File: config.mk
export PLATFORM = sky130hd
export DESIGN_NAME = image_stream_source
export DESIGN_NICKNAME = d
export VERILOG_FILES = /design/src/rtl/image_pkg.sv /design/src/rtl/video_timing_gen.sv /design/src/rtl/image_stream_source.sv
export SDC_FILE = /design/constraint.sdc
export NUM_CORES = 1
export LEC_CHECK = 0
export CAP_MARGIN = 20
export CELL_PAD_IN_SITES_DETAIL_PLACEMENT = 1
export CELL_PAD_IN_SITES_GLOBAL_PLACEMENT = 1
export CORE_MARGIN = 2
export CORE_UTILIZATION = 27
export CTS_BUF_LIST = sky130_fd_sc_hd__clkbuf_4
export DETAILED_ROUTE_END_ITERATION = 12
export HOLD_SLACK_MARGIN = 0.06
export PLACE_DENSITY = 0.65
export SYNTH_ARGS = -nofsm -noshare
export SYNTH_HDL_FRONTEND = slang
export SYNTH_SLANG_ARGS = --single-unit
File: constraint.sdc
create_clock -name clk -period 3.05 [get_ports clk]
set_input_delay 0.61 -clock clk [delete_from_list [all_inputs] [get_ports clk]]
set_output_delay 0.61 -clock clk [all_outputs]
set_load 0.005 [all_outputs]
File: src/rtl/image_pkg.sv
// Shared types and constants for the image stream source.
// Pattern codes, colour-bar palette, pixel type and FSM states.
package image_pkg;

  localparam logic [1:0] PAT_BARS  = 2'd0;
  localparam logic [1:0] PAT_RAMP  = 2'd1;
  localparam logic [1:0] PAT_CHECK = 2'd2;
  localparam logic [1:0] PAT_SOLID = 2'd3;

  localparam logic [23:0] BAR_WHITE   = 24'hFFFFFF;
  localparam logic [23:0] BAR_YELLOW  = 24'hFFFF00;
  localparam logic [23:0] BAR_CYAN    = 24'h00FFFF;
  localparam logic [23:0] BAR_GREEN   = 24'h00FF00;
  localparam logic [23:0] BAR_MAGENTA = 24'hFF00FF;
  localparam logic [23:0] BAR_RED     = 24'hFF0000;
  localparam logic [23:0] BAR_BLUE    = 24'h0000FF;
  localparam logic [23:0] BAR_BLACK   = 24'h000000;

  typedef struct packed {
    logic [7:0] r;
    logic [7:0] g;
    logic [7:0] b;
  } rgb_t;

  typedef enum logic {
    ST_IDLE,
    ST_RUN
  } tg_state_t;

  function automatic int cnt_width(input int total, input int min_w);
    int w;
    w = $clog2(total);
    return (w > min_w) ? w : min_w;
  endfunction

  function automatic logic [23:0] bar_color(input logic [2:0] idx);
    logic [23:0] c;
    c = BAR_BLACK;
    unique case (idx)
      3'd0: c = BAR_WHITE;
      3'd1: c = BAR_YELLOW;
      3'd2: c = BAR_CYAN;
      3'd3: c = BAR_GREEN;
      3'd4: c = BAR_MAGENTA;
      3'd5: c = BAR_RED;
      3'd6: c = BAR_BLUE;
      3'd7: c = BAR_BLACK;
    endcase
    return c;
  endfunction

endpackage

File: src/rtl/video_timing_gen.sv
// Free-running h/v counters, region decode and IDLE/RUN control.
// Region flags are combinational and lag-free relative to the counters.
module video_timing_gen
  import image_pkg::*;
#(
  parameter int H_ACTIVE = 1280,
  parameter int H_FP     = 110,
  parameter int H_SYNC   = 40,
  parameter int H_BP     = 220,
  parameter int V_ACTIVE = 720,
  parameter int V_FP     = 5,
  parameter int V_SYNC   = 5,
  parameter int V_BP     = 20,
  parameter int HW       = 12,
  parameter int VW       = 10
) (
  input  logic          clk,
  input  logic          reset,
  input  logic          enable,
  output logic [HW-1:0] h_cnt,
  output logic [VW-1:0] v_cnt,
  output logic          hs,
  output logic          vs,
  output logic          valid,
  output logic          sof,
  output logic          run,
  output logic          load,
  output logic          h_last
);

  localparam int H_TOTAL = H_ACTIVE + H_FP + H_SYNC + H_BP;
  localparam int V_TOTAL = V_ACTIVE + V_FP + V_SYNC + V_BP;

  localparam logic [HW-1:0] H_END = HW'(H_TOTAL - 1);
  localparam logic [HW-1:0] H_ACT = HW'(H_ACTIVE);
  localparam logic [HW-1:0] HS_LO = HW'(H_ACTIVE + H_FP);
  localparam logic [HW-1:0] HS_HI = HW'(H_ACTIVE + H_FP + H_SYNC - 1);
  localparam logic [VW-1:0] V_END = VW'(V_TOTAL - 1);
  localparam logic [VW-1:0] V_ACT = VW'(V_ACTIVE);
  localparam logic [VW-1:0] VS_LO = VW'(V_ACTIVE + V_FP);
  localparam logic [VW-1:0] VS_HI = VW'(V_ACTIVE + V_FP + V_SYNC - 1);

  tg_state_t state;
  tg_state_t state_nx;
  logic      v_last;
  logic      frame_last;

  assign h_last     = (h_cnt == H_END);
  assign v_last     = (v_cnt == V_END);
  assign frame_last = h_last && v_last;

  always_ff @(posedge clk) begin
    if (reset) state <= ST_IDLE;
    else       state <= state_nx;
  end

  always_comb begin
    state_nx = state;
    unique case (state)
      ST_IDLE: if (enable) state_nx = ST_RUN;
      ST_RUN:  if (frame_last && !enable) state_nx = ST_IDLE;
    endcase
  end

  // Counters stay at 0 on the IDLE->RUN edge so (0,0) is the first pixel.
  always_ff @(posedge clk) begin
    if (reset || state == ST_IDLE) begin
      h_cnt <= '0;
      v_cnt <= '0;
    end else if (h_last) begin
      h_cnt <= '0;
      v_cnt <= v_last ? '0 : v_cnt + VW'(1);
    end else begin
      h_cnt <= h_cnt + HW'(1);
    end
  end

  always_comb begin
    run   = (state == ST_RUN);
    valid = run && (h_cnt < H_ACT) && (v_cnt < V_ACT);
    hs    = run && (h_cnt >= HS_LO) && (h_cnt <= HS_HI);
    vs    = run && (v_cnt >= VS_LO) && (v_cnt <= VS_HI);
    sof   = run && (h_cnt == '0) && (v_cnt == '0);
    load  = (state == ST_IDLE) ? enable : frame_last;
  end

endmodule

File: src/rtl/image_stream_source.sv
// Test-pattern video source: timing generator, pattern mux, output regs.
// Pattern settings are frame-latched so a frame is never mixed.
module image_stream_source
  import image_pkg::*;
#(
  parameter int H_ACTIVE   = 1280,
  parameter int H_FP       = 110,
  parameter int H_SYNC     = 40,
  parameter int H_BP       = 220,
  parameter int V_ACTIVE   = 720,
  parameter int V_FP       = 5,
  parameter int V_SYNC     = 5,
  parameter int V_BP       = 20,
  parameter int CHECK_LOG2 = 5
) (
  input  logic        clk,
  input  logic        reset,
  input  logic        enable,
  input  logic [1:0]  pattern_sel,
  input  logic [23:0] solid_rgb,
  output logic        vs_out,
  output logic        hs_out,
  output logic        valid_o,
  output logic [23:0] img_data_o,
  output logic        sof_o
);

  localparam int H_TOTAL = H_ACTIVE + H_FP + H_SYNC + H_BP;
  localparam int V_TOTAL = V_ACTIVE + V_FP + V_SYNC + V_BP;
  localparam int MIN_HW  = (CHECK_LOG2 + 1 > 8) ? CHECK_LOG2 + 1 : 8;
  localparam int HW      = cnt_width(H_TOTAL, MIN_HW);
  localparam int VW      = cnt_width(V_TOTAL, CHECK_LOG2 + 1);
  localparam logic [HW-1:0] BAR_END = HW'(H_ACTIVE / 8 - 1);

  logic [HW-1:0] h_cnt;
  logic [VW-1:0] v_cnt;
  logic          hs;
  logic          vs;
  logic          valid;
  logic          sof;
  logic          run;
  logic          load;
  logic          h_last;

  logic [1:0]    pat_q;
  logic [23:0]   solid_q;
  logic [HW-1:0] bar_pos;
  logic [2:0]    bar_idx;
  rgb_t          pix;

  video_timing_gen #(
    .H_ACTIVE (H_ACTIVE),
    .H_FP     (H_FP),
    .H_SYNC   (H_SYNC),
    .H_BP     (H_BP),
    .V_ACTIVE (V_ACTIVE),
    .V_FP     (V_FP),
    .V_SYNC   (V_SYNC),
    .V_BP     (V_BP),
    .HW       (HW),
    .VW       (VW)
  ) u_timing (
    .clk    (clk),
    .reset  (reset),
    .enable (enable),
    .h_cnt  (h_cnt),
    .v_cnt  (v_cnt),
    .hs     (hs),
    .vs     (vs),
    .valid  (valid),
    .sof    (sof),
    .run    (run),
    .load   (load),
    .h_last (h_last)
  );

  always_ff @(posedge clk) begin
    if (reset) begin
      pat_q   <= PAT_BARS;
      solid_q <= '0;
    end else if (load) begin
      pat_q   <= pattern_sel;
      solid_q <= solid_rgb;
    end
  end

  // Bar index follows h_cnt without a divider.
  always_ff @(posedge clk) begin
    if (reset || !run || h_last) begin
      bar_pos <= '0;
      bar_idx <= '0;
    end else if (bar_pos == BAR_END) begin
      bar_pos <= '0;
      bar_idx <= bar_idx + 3'd1;
    end else begin
      bar_pos <= bar_pos + HW'(1);
    end
  end

  always_comb begin
    pix = '0;
    unique case (pat_q)
      PAT_BARS:  pix = bar_color(bar_idx);
      PAT_RAMP:  pix = {3{h_cnt[7:0]}};
      PAT_CHECK: pix = (h_cnt[CHECK_LOG2] ^ v_cnt[CHECK_LOG2]) ?
                       24'hFFFFFF : 24'h000000;
      PAT_SOLID: pix = solid_q;
    endcase
  end

  always_ff @(posedge clk) begin
    if (reset) begin
      vs_out     <= 1'b0;
      hs_out     <= 1'b0;
      valid_o    <= 1'b0;
      sof_o      <= 1'b0;
      img_data_o <= '0;
    end else begin
      vs_out     <= vs;
      hs_out     <= hs;
      valid_o    <= valid;
      sof_o      <= sof;
      img_data_o <= valid ? pix : 24'h0;
    end
  end

endmodule

Word-level counts from Yosys, hierarchy flattened
Memories as Yosys holds them, arrays and structs flattened. A register that Yosys moved wholly into a read port is not among the register bits.
Cells that the tools add are included.
{"block": "totals", "mem_bits_rw": 0, "rom_bits": 192, "latchBits": 0, "input_bits": 29, "word_cells": 62, "memories": 1, "out_inout_bits": 28, "reg_bits": 90}
{"block": "op_classes", "shifts": 0, "n_reduce_logical": 21, "muxes": 9, "n_mul": 0, "bitwise_logic": 3, "n_div": 0, "n_lt_le_gt_ge": 6, "n_addsub": 4, "n_eq_ne": 6}
{"name": "(name not given)", "words": 8, "word_bits": 24, "read_ports": 1, "rd_ports_with_merged_regs": 1, "wr": 0, "line_no": "image_pkg.sv:39", "rtl": "unique case (idx)"}
{"op": "$pmux W24 S4", "n": 1}
{"op": "$mux W24", "n": 1}
{"op": "$add A11 B1 Y11 const B", "n": 2}
{"op": "$eq A11 B11 Y1 const B", "n": 1}
{"op": "$eq A11 B8 Y1 const B", "n": 1}
{"op": "$ge A11 B11 Y1 const B", "n": 1}
{"op": "$le A11 B11 Y1 const B", "n": 1}
{"op": "$logic_not A11 Y1", "n": 1}
{"op": "$lt A11 B11 Y1 const B", "n": 1}
{"op": "$add A10 B1 Y10 const B", "n": 1}
{"op": "$eq A10 B10 Y1 const B", "n": 1}
{"op": "$ge A10 B10 Y1 const B", "n": 1}
{"op": "$le A10 B10 Y1 const B", "n": 1}
{"op": "$logic_and A1 B1 Y1", "n": 10}
{"op": "$logic_not A10 Y1", "n": 1}
{"op": "$lt A10 B10 Y1 const B", "n": 1}
{"op": "$mux W10", "n": 1}
{"op": "$mux W3", "n": 2}
{"op": "$reduce_or A2 Y1", "n": 3}
{"op": "$eq A2 B2 Y1 const B", "n": 2}
{"op": "$add A3 B1 Y3 const B", "n": 1}
{"op": "$logic_or A1 B1 Y1", "n": 3}
{"op": "$mux W1", "n": 3}
{"op": "$eq A2 B1 Y1 const B", "n": 1}
{"op": "5 further kinds", "n": 7}

Logic depth before layout (Yosys ltp)
{"block": "depth", "ltp_word": 5, "mapped_depth": 8, "ltp_nobuf": 6}

Hierarchy
A second synthesis with hierarchy kept.
{"block": "unflattened", "cells_unflattened": 445, "hier_area_um2": 4088.9}
{"mod": "image_stream_source", "area_per_inst_um2": 2751.4, "n_inst": 1, "cells_each": 284, "seq_area_each_um2": 1421.4}
{"mod": "video_timing_gen", "area_per_inst_um2": 1337.5, "n_inst": 1, "cells_each": 161, "seq_area_each_um2": 440.4}

Least setup slack after synthesis
OpenSTA, ideal clock, no wires.
{"block": "synth_timing", "path_kind": "register to register", "from": "reg u_timing.h_cnt[2]", "to": "reg u_timing.v_cnt[8]", "path_stages_with_launch": 7, "path_slack_ps": 854, "synth_period_minus_slack_ps": 2196, "setup_ps": 70, "required_ps": 2980, "arrival_ps": 2125, "n_path_buf": 2, "path_cell_list": "dfxtp_1 buf_6 or4_4 or4_1 buf_2 or4_1 a21oi_1"}
{"block": "synth_between", "elab_chain_cells": 1}
{"item": "from (decl)", "line_no": "video_timing_gen.sv:20", "rtl": "output logic [HW-1:0] h_cnt,"}
{"item": "from (signal assigned)", "line_no": "video_timing_gen.sv:74", "rtl": "h_cnt <= h_cnt + HW'(1);"}
{"item": "$eq A11 B11 Y1", "line_no": "video_timing_gen.sv:48", "rtl": "assign h_last = (h_cnt == H_END);"}
{"item": "to (signal assigned)", "line_no": "video_timing_gen.sv:72", "rtl": "v_cnt <= v_last ? '0 : v_cnt + VW'(1);"}
{"item": "to (decl)", "line_no": "video_timing_gen.sv:21", "rtl": "output logic [VW-1:0] v_cnt,"}
No other way between the ends.
A chain may end at the register's enable or synchronous reset.

Worst setup path in the final report
{"block": "layout_timing", "from": "reg u_timing.h_cnt[2]", "to": "reg u_timing.v_cnt[5]"}
The elaborated chain is that of the path after synthesis.

==> reports/results.tsv <==
metric	value	unit
RSZ-0062 raised after global routing	false	
post-synthesis adder-cell area fraction	2.443	%
core area	15030	um^2
Num Clock Sinks	93	
Iteration-0 DRC Markers	109	
first-pass GRT wire length	17790	um
crit path kind	register to register	
Post-CTS Resized	0	
Syn Nets	500	
synthesized area	4098	um^2
I/O pin total	57	
Slew HR	41.93	%
post-route setup TNS	0	ns
top-area cell type share of the netlist area	45.44	%
Via density	4.769	
share of cells above drive strength 1	5.490	%
Seq/Total Area, Yosys	45.44	%
routed len/inst	15.06	um
fin area	4930	um^2
Post-Synth Simple-Gate Area	26.26	%
power density cells	434.8	nW/um^2
Filler cells	1768	
top_reg_cell synth	dfxtp_1	
routability cong.	0.8048	
clock latency on the worst-skew pair	0.46	ns
DRC violation count after routing	0	
Fin Clk Skew	0.01241	ns
final WL	10510	um
multiplexer share of the synthesized area	6.595	%
Non-Filler Instances	698	
Final Hold Fails	0	
# H-tree levels	3	
row count	45	
status	finished clean	
DR vias	3329	
dpl cell area	4816	um^2
root buffer cell	clkbuf_4	
Cells after Synth	463	
Worst Path Max Fanout	11	
Hold Path Class	register to register	
total gr overflow	0	
Layout area overhead	20.31	%
largest family of logic cells by synthesized area	simple AND/OR/NAND/NOR gates	
GRT Total Usage	13.68	%
routed wl met2	4902	um
Die Y	127.2	um
post-synthesis compound-gate area fraction	10.44	%
fin nets	542	
Reg clk slew, reported paths	0.15	ns
DR pass1 iterations	5	
multi-input logic area	2091	um^2
flops & latches, synth	93	
Max VDD drop	151.2	uV
Worst Path Arrival	2.78	ns
xor and xnor area share after synthesis	4.916	%
CTS tree	yes	
max frequency	420.1	MHz
number of synthesized flops with an enable pin	0	
Num CTS Buffers	9	
max_cap viols	0	
die area	16180	um^2
largest net degree at the start of global routing	51	
number of diodes	0	
vias in the first global route	3489	
Worst setup EP type	register	
Finish-stage setup viols	0	
Routed Antenna Nets	0	
post-synthesis async set-or-reset flop share	0	%
Final min period	2.380	ns
maximum root-to-sink buffer count	2	
Die W	127.2	um
I/O Buffers	56	
Synth Warn #	0	
antenna violations before repair	0	
Seq. cell area	1862	um^2
DR top layer	met4	
setup bufs post-CTS	0	
startpoint types	register	
Hold-fix buffers, CTS	0	
met3 WL	341	um
Hold Slack	0.4501	ns
Yosys cell types	40	
synth top area cells	dfxtp_1 45%, nand2b_1 8.1%, mux2i_1 6.6%	
Slew @ Worst Pin	0.8619	ns
cell taking the most area after synthesis	dfxtp_1	
Pleak	1.799	nW
HPWL after DPL	7717	um
Worst Path Required	3.45	ns
average size of a mapped cell	8.850	um^2
crit share post-route	78.04	%
Starting Density	27.26	%
WL met1	5184	um
Slew Limit Fails	0	
placed cell count	682	
==> registers in the layout (all words and copies together) (netlist names), named ones only <==
register / cells
img_data_o: 24
solid_q: 24
bar_pos: 11
u_timing.h_cnt: 11
u_timing.v_cnt: 10
bar_idx: 3
pat_q: 2
hs_out: 1
sof_o: 1
u_timing.run: 1
valid_o: 1
vs_out: 1
==> cells by family after synthesis <==
kind of cell,after synthesis
AOI/OAI and AO/OA,77
muxes,27
buffers and inverters,39
and+or+nand+nor,196
DFF,93
xor gates and xnor gates,23
adders and majority gates,8
==> synth_stat cells, types with 5 or more instances <==
library cell	count
xor2_1	14
xnor2_1	9
or3_1	6
nand2b_1	53
o21ai_0	27
nor4_1	5
a21oi_1	30
inv_1	10
nand4_1	10
dfxtp_1	93
nor2b_1	5
nor2_1	36
ha_1	8
mux2i_1	27
and2_1	17
clkbuf_1	22
nand3_1	12
buf_2	5
a31oi_1	10
nand2_1	27
==> report_power, final <==
part	internal (W)	switching, W
Combinational	0.000131	0.000105
Sequential	0.00127	0.0000361
Clock	0.000175	0.000428
==> per-layer routing <==
metal  vias to the layer above  track usage, %
met1                      1615           18.30
met5                         -               0
li1                       1662               -
met4                         0           3.878
met2                        46           22.14
met3                         6           3.224
==> cell type report <==
type	count	area share (%)
flip-flops and latches	93	37.77
repair buffers	60	11.98
inverters	10	0.7614
multi-input cells	331	42.41
clock buffers	10	1.523
well taps	188	4.772
clock inverters	6	0.7868
==> stage by stage <==
step | worst slack (ns) | power, W | utilization (%)
finish | 0.6697 | 0.002143 | 32.79
CTS | 0.6466 | 0.002184 | 32.79
global route | 0.4969 | 0.002262 | 32.79
global placement | 0.7504 | 0.001563 | 32.04
floorplan | 0.8543 | 0.001434 | -
detailed placement | 0.6860 | 0.001570 | 32.04
==> cell usage in the layout, fill, tap and decap left out, types with 2 or more instances in the layout <==
cell type        count
a21oi_1             30
a31oi_1              9
and2_1              17
and3_1               4
and4_1               2
buf_4                4
clkbuf_4            10
clkdlybuf4s50_1     56
clkinv_2             3
clkinvlp_4           2
dfxtp_1             93
ha_1                 8
inv_1               10
mux2i_1             27
nand2_1             27
nand2b_1            53
nand3_1             12
nand4_1             10
nor2_1              36
nor2b_1              5
nor3_1               4
nor3b_1              2
nor4_1               5
o21ai_0             27
o21bai_1             2
o31ai_1              3
or2_2                4
or3_1                6
or4_1                4
xnor2_1              9
xor2_1              14
==> worst max-delay path, cell delays in order, from the launching register on <==
cell	delay, ns
dfxtp_1	0.43
or4_4	0.60
or3_1	0.58
or4_1	0.56
a21oi_1	0.14
==> final timing paths <==
path                          start                 to  slack (ns)  cells after the start
hold reg to reg          bar_pos[0]         bar_pos[0]        0.45                      1
hold / removal           bar_pos[0]         bar_pos[0]        0.45                      1
setup / recovery  u_timing.h_cnt[2]  u_timing.v_cnt[5]        0.67                      4
setup reg to reg  u_timing.h_cnt[2]  u_timing.v_cnt[5]        0.67                      4
Note: power is estimated with default switching activity, not from simulation.
==> RTL edit 1, RTL diff (same settings) <==
Put one more register stage on the output `img_data_o`, cleared by the reset. The value now appears one clock later. The other outputs are not delayed to match.
--- a/src/rtl/image_stream_source.sv
+++ b/src/rtl/image_stream_source.sv
@@ -31,6 +31,8 @@
   localparam int HW      = cnt_width(H_TOTAL, MIN_HW);
   localparam int VW      = cnt_width(V_TOTAL, CHECK_LOG2 + 1);
   localparam logic [HW-1:0] BAR_END = HW'(H_ACTIVE / 8 - 1);
+
+  logic [23:0] img_data_s0;
 
   logic [HW-1:0] h_cnt;
   logic [VW-1:0] v_cnt;
@@ -114,13 +116,21 @@
       hs_out     <= 1'b0;
       valid_o    <= 1'b0;
       sof_o      <= 1'b0;
-      img_data_o <= '0;
+      img_data_s0 <= '0;
     end else begin
       vs_out     <= vs;
       hs_out     <= hs;
       valid_o    <= valid;
       sof_o      <= sof;
-      img_data_o <= valid ? pix : 24'h0;
+      img_data_s0 <= valid ? pix : 24'h0;
+    end
+  end
+
+  always_ff @(posedge clk) begin
+    if (reset) begin
+      img_data_o <= '0;
+    end else begin
+      img_data_o <= img_data_s0;
     end
   end
 
Check against the original RTL: not equivalent (a bounded check fails within 4 cycles, from zero or initial values and one cycle with reset high).
==> RTL edit 1 against the unedited design <==
Combinational power is 3% lower. Clock power rose by 71%. Synthesized area is 13% higher. Sequential cell count is 24 higher. Maximum frequency is 1.7% lower. Via count increased by 6.9%. Global-route usage is 0.24 points lower. Setup slack got worse by 0.041 ns. Final area rose by 14%. Die area increased by 13%. Core utilization increased by 0.98 points. Routed wire length rose by 9.5%. Total power up 35%. Critical endpoint is now u_timing.run$_SDFF_PP0_.
==> RTL edit 1: results (changes against the unedited design) <==
- Final-layout fill cell count: 1963 (+11%)
- Regs by FF count: img_data_o: 24 flops, img_data_s0: 24 flops, solid_q: 24 flops
- Status: completed
- Met1 routing resource usage after global routing: 16.89% (-1.4 points)
- Post-synthesis net count: 530 (+6.0%)
- Placed cell areas: 5398 sq um (+12%)
- Final non-filler cell total: 771 (+10%)
- Arrival time of data at the critical path endpoint: 2.79 ns (about the same)
- Worst setup slack before clock tree synthesis: 0.6421 ns (-0.04388 ns)
- Delay of the slowest cell on the worst path: 0.67 ns (+0.07 ns)
- Final Net Count: 579 (+6.8%)
- Clock transition time at the flip-flop clock pins of the worst setup and hold paths: 0.10 ns (-0.05 ns)
- Level count of the clock H-tree: 4 (+1)
- Hold Startpoint: img_data_s0[16]$_SDFF_PP0_
- Mean routed wirelength per cell: 14.93 microns (-0.91%)
- Global-route met3 utilization: 3.741% (+0.52 points)
- Count of vias placed by the detailed router: 3559 (+6.9%)
- Final worst clock skew: 0.01367 ns (+0.001264 ns)
- Cell count after placement: 743 (+8.9%)
- Global-route wire length before repair: 19.27 mm (+8.3%)
- Leakage: 2.085 nW (+16%)
- Top fanout value on the critical path: 10 (-1)
- Met2 layer wire length in the routed design: 5.610 mm (+14%)
- Synth Area per Inst: 9.418 sq um (+6.4%)
- Number of unique standard cell types used by synthesis: 42 (+5.0%)
- Num CTS Buffers: 17 (+8)
- Worst skew pair latency: 0.50 ns (+0.04 ns)
- End of the worst register-to-register path: u_timing.run$_SDFF_PP0_
- Cell types occupying the most area after synthesis: sky130_fd_sc_hd__dfxtp_1 (50%), sky130_fd_sc_hd__nand2b_1 (7.3%), sky130_fd_sc_hd__mux2i_1 (5.8%)
- Met2 track demand over resource: 22.45% (+0.31 points)
- Period minus WS final: 2.422 ns (+0.04142 ns)
- Via count of the first global-routing pass: 3841 (+10%)
- Slew HR: 40.23% (-1.7 points)
- GPL Wtd Cong: 0.8348 (+3.7%)
- Largest net degree at the start of global routing: 79 (+55%)
- Number of design-rule violations left by the first detailed-router iteration: 144 (+32%)
- Met3 wire len: 386 microns (+13%)
[RTL edit 1: changes by cell type after synthesis, sizes merged, moves of 3 or more]
| cell | change |
|---|---|
| o21ai | -20 |
| and2 | -15 |
| nor2 | -4 |
| a31oi | +16 |
| a21oi | -13 |
| a31o | +3 |
| xor2 | +3 |
| dfxtp | +24 |
| nor2b | +22 |
| nand2 | +9 |
| nand3 | +7 |
| inv | +3 |
[RTL edit 1: area by class of cell]
type | count | area [sq um] | share of cell area (%)
Clock buffer | 21 | 157.7 | 2.795
Clock inverter | 7 | 85.08 | 1.508
Inverter | 13 | 48.80 | 0.8651
Multi-Input combinational cell | 333 | 2146 | 38.04
Sequential cell | 117 | 2342 | 41.53
Tap cell | 220 | 275.3 | 4.880
Timing Repair Buffer | 60 | 585.6 | 10.38
[RTL edit 1: worst reg2reg max path, stage by stage, from the launching register on]
cell,delay (ns)
sky130_fd_sc_hd__dfxtp_1,0.41
sky130_fd_sc_hd__or4_1,0.67
sky130_fd_sc_hd__or3_1,0.56
sky130_fd_sc_hd__o21ai_2,0.48
sky130_fd_sc_hd__o21ai_0,0.17
[RTL edit 1: kinds of logic after synthesis]
family	Yosys count	share of synthesized area, %
multiplexers	27	5.821
buffers and inverters	43	3.800
adder cells (fa/ha/maj)	8	2.156
AND/OR/NAND/NOR	215	25.44
flip-flops	117	50.44
XOR/XNOR	24	4.527
AO/OA/AOI/OAI	59	7.815
[RTL edit 1: power by group through the flow]
stage / logic, mW / clock network, mW / registers (mW)
5_1_grt: 0.251 / 1.15 / 1.63
6_report: 0.229 / 1.03 / 1.62
4_1_cts: 0.233 / 1.08 / 1.63
3_3_place_gp: 0.228 / 0 / 1.66
2_1_floorplan: 0.125 / 0 / 1.65
3_5_place_dp: 0.232 / 0 / 1.66
==> RTL edit 2, RTL diff (same settings) <==
Made on the original files. `H_BP` is set to 220 in 2 places; all go to 110.
--- a/src/rtl/video_timing_gen.sv
+++ b/src/rtl/video_timing_gen.sv
@@ -6,7 +6,7 @@
   parameter int H_ACTIVE = 1280,
   parameter int H_FP     = 110,
   parameter int H_SYNC   = 40,
-  parameter int H_BP     = 220,
+  parameter int H_BP     = 110,
   parameter int V_ACTIVE = 720,
   parameter int V_FP     = 5,
   parameter int V_SYNC   = 5,
--- a/src/rtl/image_stream_source.sv
+++ b/src/rtl/image_stream_source.sv
@@ -6,7 +6,7 @@
   parameter int H_ACTIVE   = 1280,
   parameter int H_FP       = 110,
   parameter int H_SYNC     = 40,
-  parameter int H_BP       = 220,
+  parameter int H_BP       = 110,
   parameter int V_ACTIVE   = 720,
   parameter int V_FP       = 5,
   parameter int V_SYNC     = 5,
Check against the original RTL: same outputs for any inputs over 10 cycles, from zero or initial values and one cycle with reset high; that may be too few to reach the edited logic, so the function may still have changed.
==> RTL edit 2 against the unedited design <==
Total power increased by 3.1%. Critical endpoint is now u_timing.run$_SDFF_PP0_. Die area decreased by 0.83%. Sequential cell count unchanged. Synthesized cell count decreased by 1.5%. Setup slack improved by 0.14 ns. Synthesized area decreased by 0.85%. Largest power group unchanged. Routed wire length decreased by 1.8%. Maximum frequency increased by 6.5%. Final cell count decreased by 1.4%. Final area decreased by 0.58%. Largest cell class unchanged.
==> RTL edit 2: results (changes against the unedited design) <==
- Status: completed
- Number of unique standard cell types used by synthesis: 37 (-7.5%)
- Final-layout fill cell count: 1719 (-2.8%)
- Arrival time of data at the critical path endpoint: 2.58 ns (-0.20 ns)
- Adder-cell area share of the yosys netlist: 2.464% (+0.021 points)
- First-pass iteration count of the detailed router: 4 (-1)
- Worst skew pair latency: 0.48 ns (+0.02 ns)
- Overall track demand over capacity in global routing: 13.45% (-0.23 points)
- Placed cell areas: 4770 sq um (-0.96%)
- Via count of the first global-routing pass: 3557 (+1.9%)
- Worst hold margin: 0.4686 ns (+0.01844 ns)
- Setup bufs post-CTS: 0 (unchanged)
- Slew at the pin closest to its max-slew limit: 0.7191 ns (-0.1428 ns)
- Synthesized instance count: 456 (-1.5%)
- Delay of the slowest cell on the worst path: 0.64 ns (+0.04 ns)
- Mux cell area share after synthesis: 6.652% (+0.057 points)
- Leakage: 1.802 nW (+0.21%)
- Count of vias placed by the detailed router: 3286 (-1.3%)
- Startpoint of the worst-slack reg-to-reg timing path: u_timing.h_cnt[4]$_SDFF_PP0_
- Number of buffers added on ports: 56 (unchanged)
- Peak ir drop on the vdd network: 0.2786 mV (+84%)
- Resize count post-CTS: 0 (unchanged)
- Combinational share of power: 10.6% (-0.4 points)
- Reg2Reg Setup Slack: 0.81 ns (+0.14 ns)
- Global-route wire length before repair: 17.40 mm (-2.2%)
- Detailed Route WL: 10.32 mm (-1.8%)
- Post-synthesis sequential area ratio: 45.83% (+0.39 points)
- Slowest-stage cell, CP: sky130_fd_sc_hd__o21ai_1
- Clock transition time at the flip-flop clock pins of the worst setup and hold paths: 0.15 ns (about the same)
- Worst setup slack before clock tree synthesis: 0.8275 ns (+0.1415 ns)
- End of the worst register-to-register path: u_timing.run$_SDFF_PP0_
- Area of all placed cells without fillers: 4901 sq um (-0.58%)
- Final worst clock skew: 0.02044 ns (+0.008028 ns)
- GPL Wtd Cong: 0.8723 (+8.4%)
- Compound-cell area share of the yosys netlist: 9.239% (-1.2 points)
- Cell count after placement: 673 (-1.3%)
- Post-synthesis net count: 493 (-1.4%)
- Switching Fraction: 25.68% (-0.87 points)
- Number of design-rule violations left by the first detailed-router iteration: 191 (+75%)
- Post-detail-place hpwl: 7.387 mm (-4.3%)
- Largest net degree at the start of global routing: 55 (+7.8%)
- Switching power: 0.5675 mW (-0.29%)
- Final Net Count: 537 (-0.92%)
- Cell types occupying the most area after synthesis: sky130_fd_sc_hd__dfxtp_1 (46%), sky130_fd_sc_hd__nand2b_1 (8.3%), sky130_fd_sc_hd__mux2i_1 (6.7%)
- Top fanout value on the critical path: 10 (-1)
- Leading cell types by count after synthesis: sky130_fd_sc_hd__dfxtp_1 (93), sky130_fd_sc_hd__nand2b_1 (54), sky130_fd_sc_hd__nor2_1 (38)
- Vias per cell: 4.776 (+0.14%)
-- RTL edit 2: worst register-to-register path: cells and delay by family (launching register included) --
family	cells	cell delay, ns
simple gates	2	0.86
compound gates	2	0.82
flops	1	0.42
-- RTL edit 2: how the worst max path moves through the flow --
| stage | startpoint | end | slack (ns) | depth (start not counted) |
|---|---|---|---|---|
| after floorplan | u_timing.h_cnt[4]$_SDFF_PP0_ | u_timing.v_cnt[7]$_SDFFE_PP0P_ | 0.98 | 5 |
| after global placement | u_timing.h_cnt[4]$_SDFF_PP0_ | u_timing.v_cnt[7]$_SDFFE_PP0P_ | 0.93 | 4 |
| after detailed placement | u_timing.h_cnt[4]$_SDFF_PP0_ | u_timing.run$_SDFF_PP0_ | 0.83 | 4 |
| after CTS | u_timing.h_cnt[4]$_SDFF_PP0_ | u_timing.run$_SDFF_PP0_ | 0.80 | 4 |
| after global routing | u_timing.h_cnt[4]$_SDFF_PP0_ | u_timing.run$_SDFF_PP0_ | 0.47 | 4 |
| final | u_timing.h_cnt[4]$_SDFF_PP0_ | u_timing.run$_SDFF_PP0_ | 0.81 | 4 |
-- RTL edit 2: final cells by class --
type	instances	area share, %
inverters	9	0.6893
flip-flops and latches	93	37.99
clock inverters	6	1.302
multi-input cells	327	41.89
well taps	184	4.697
repair buffers	60	12.05
clock buffers	9	1.379
-- RTL edit 2: metal layers --
| metal | GRT usage [%] | vias to the layer above | share of wire, % |
|---|---|---|---|
| met1 | 17.05 | 1578 | 48 |
| met4 | 4.783 | 0 | 1.6 |
| met5 | 0 | - | 0 |
| li1 | - | 1641 | - |
| met2 | 22.32 | 52 | 47 |
| met3 | 3.374 | 15 | 3.4 |
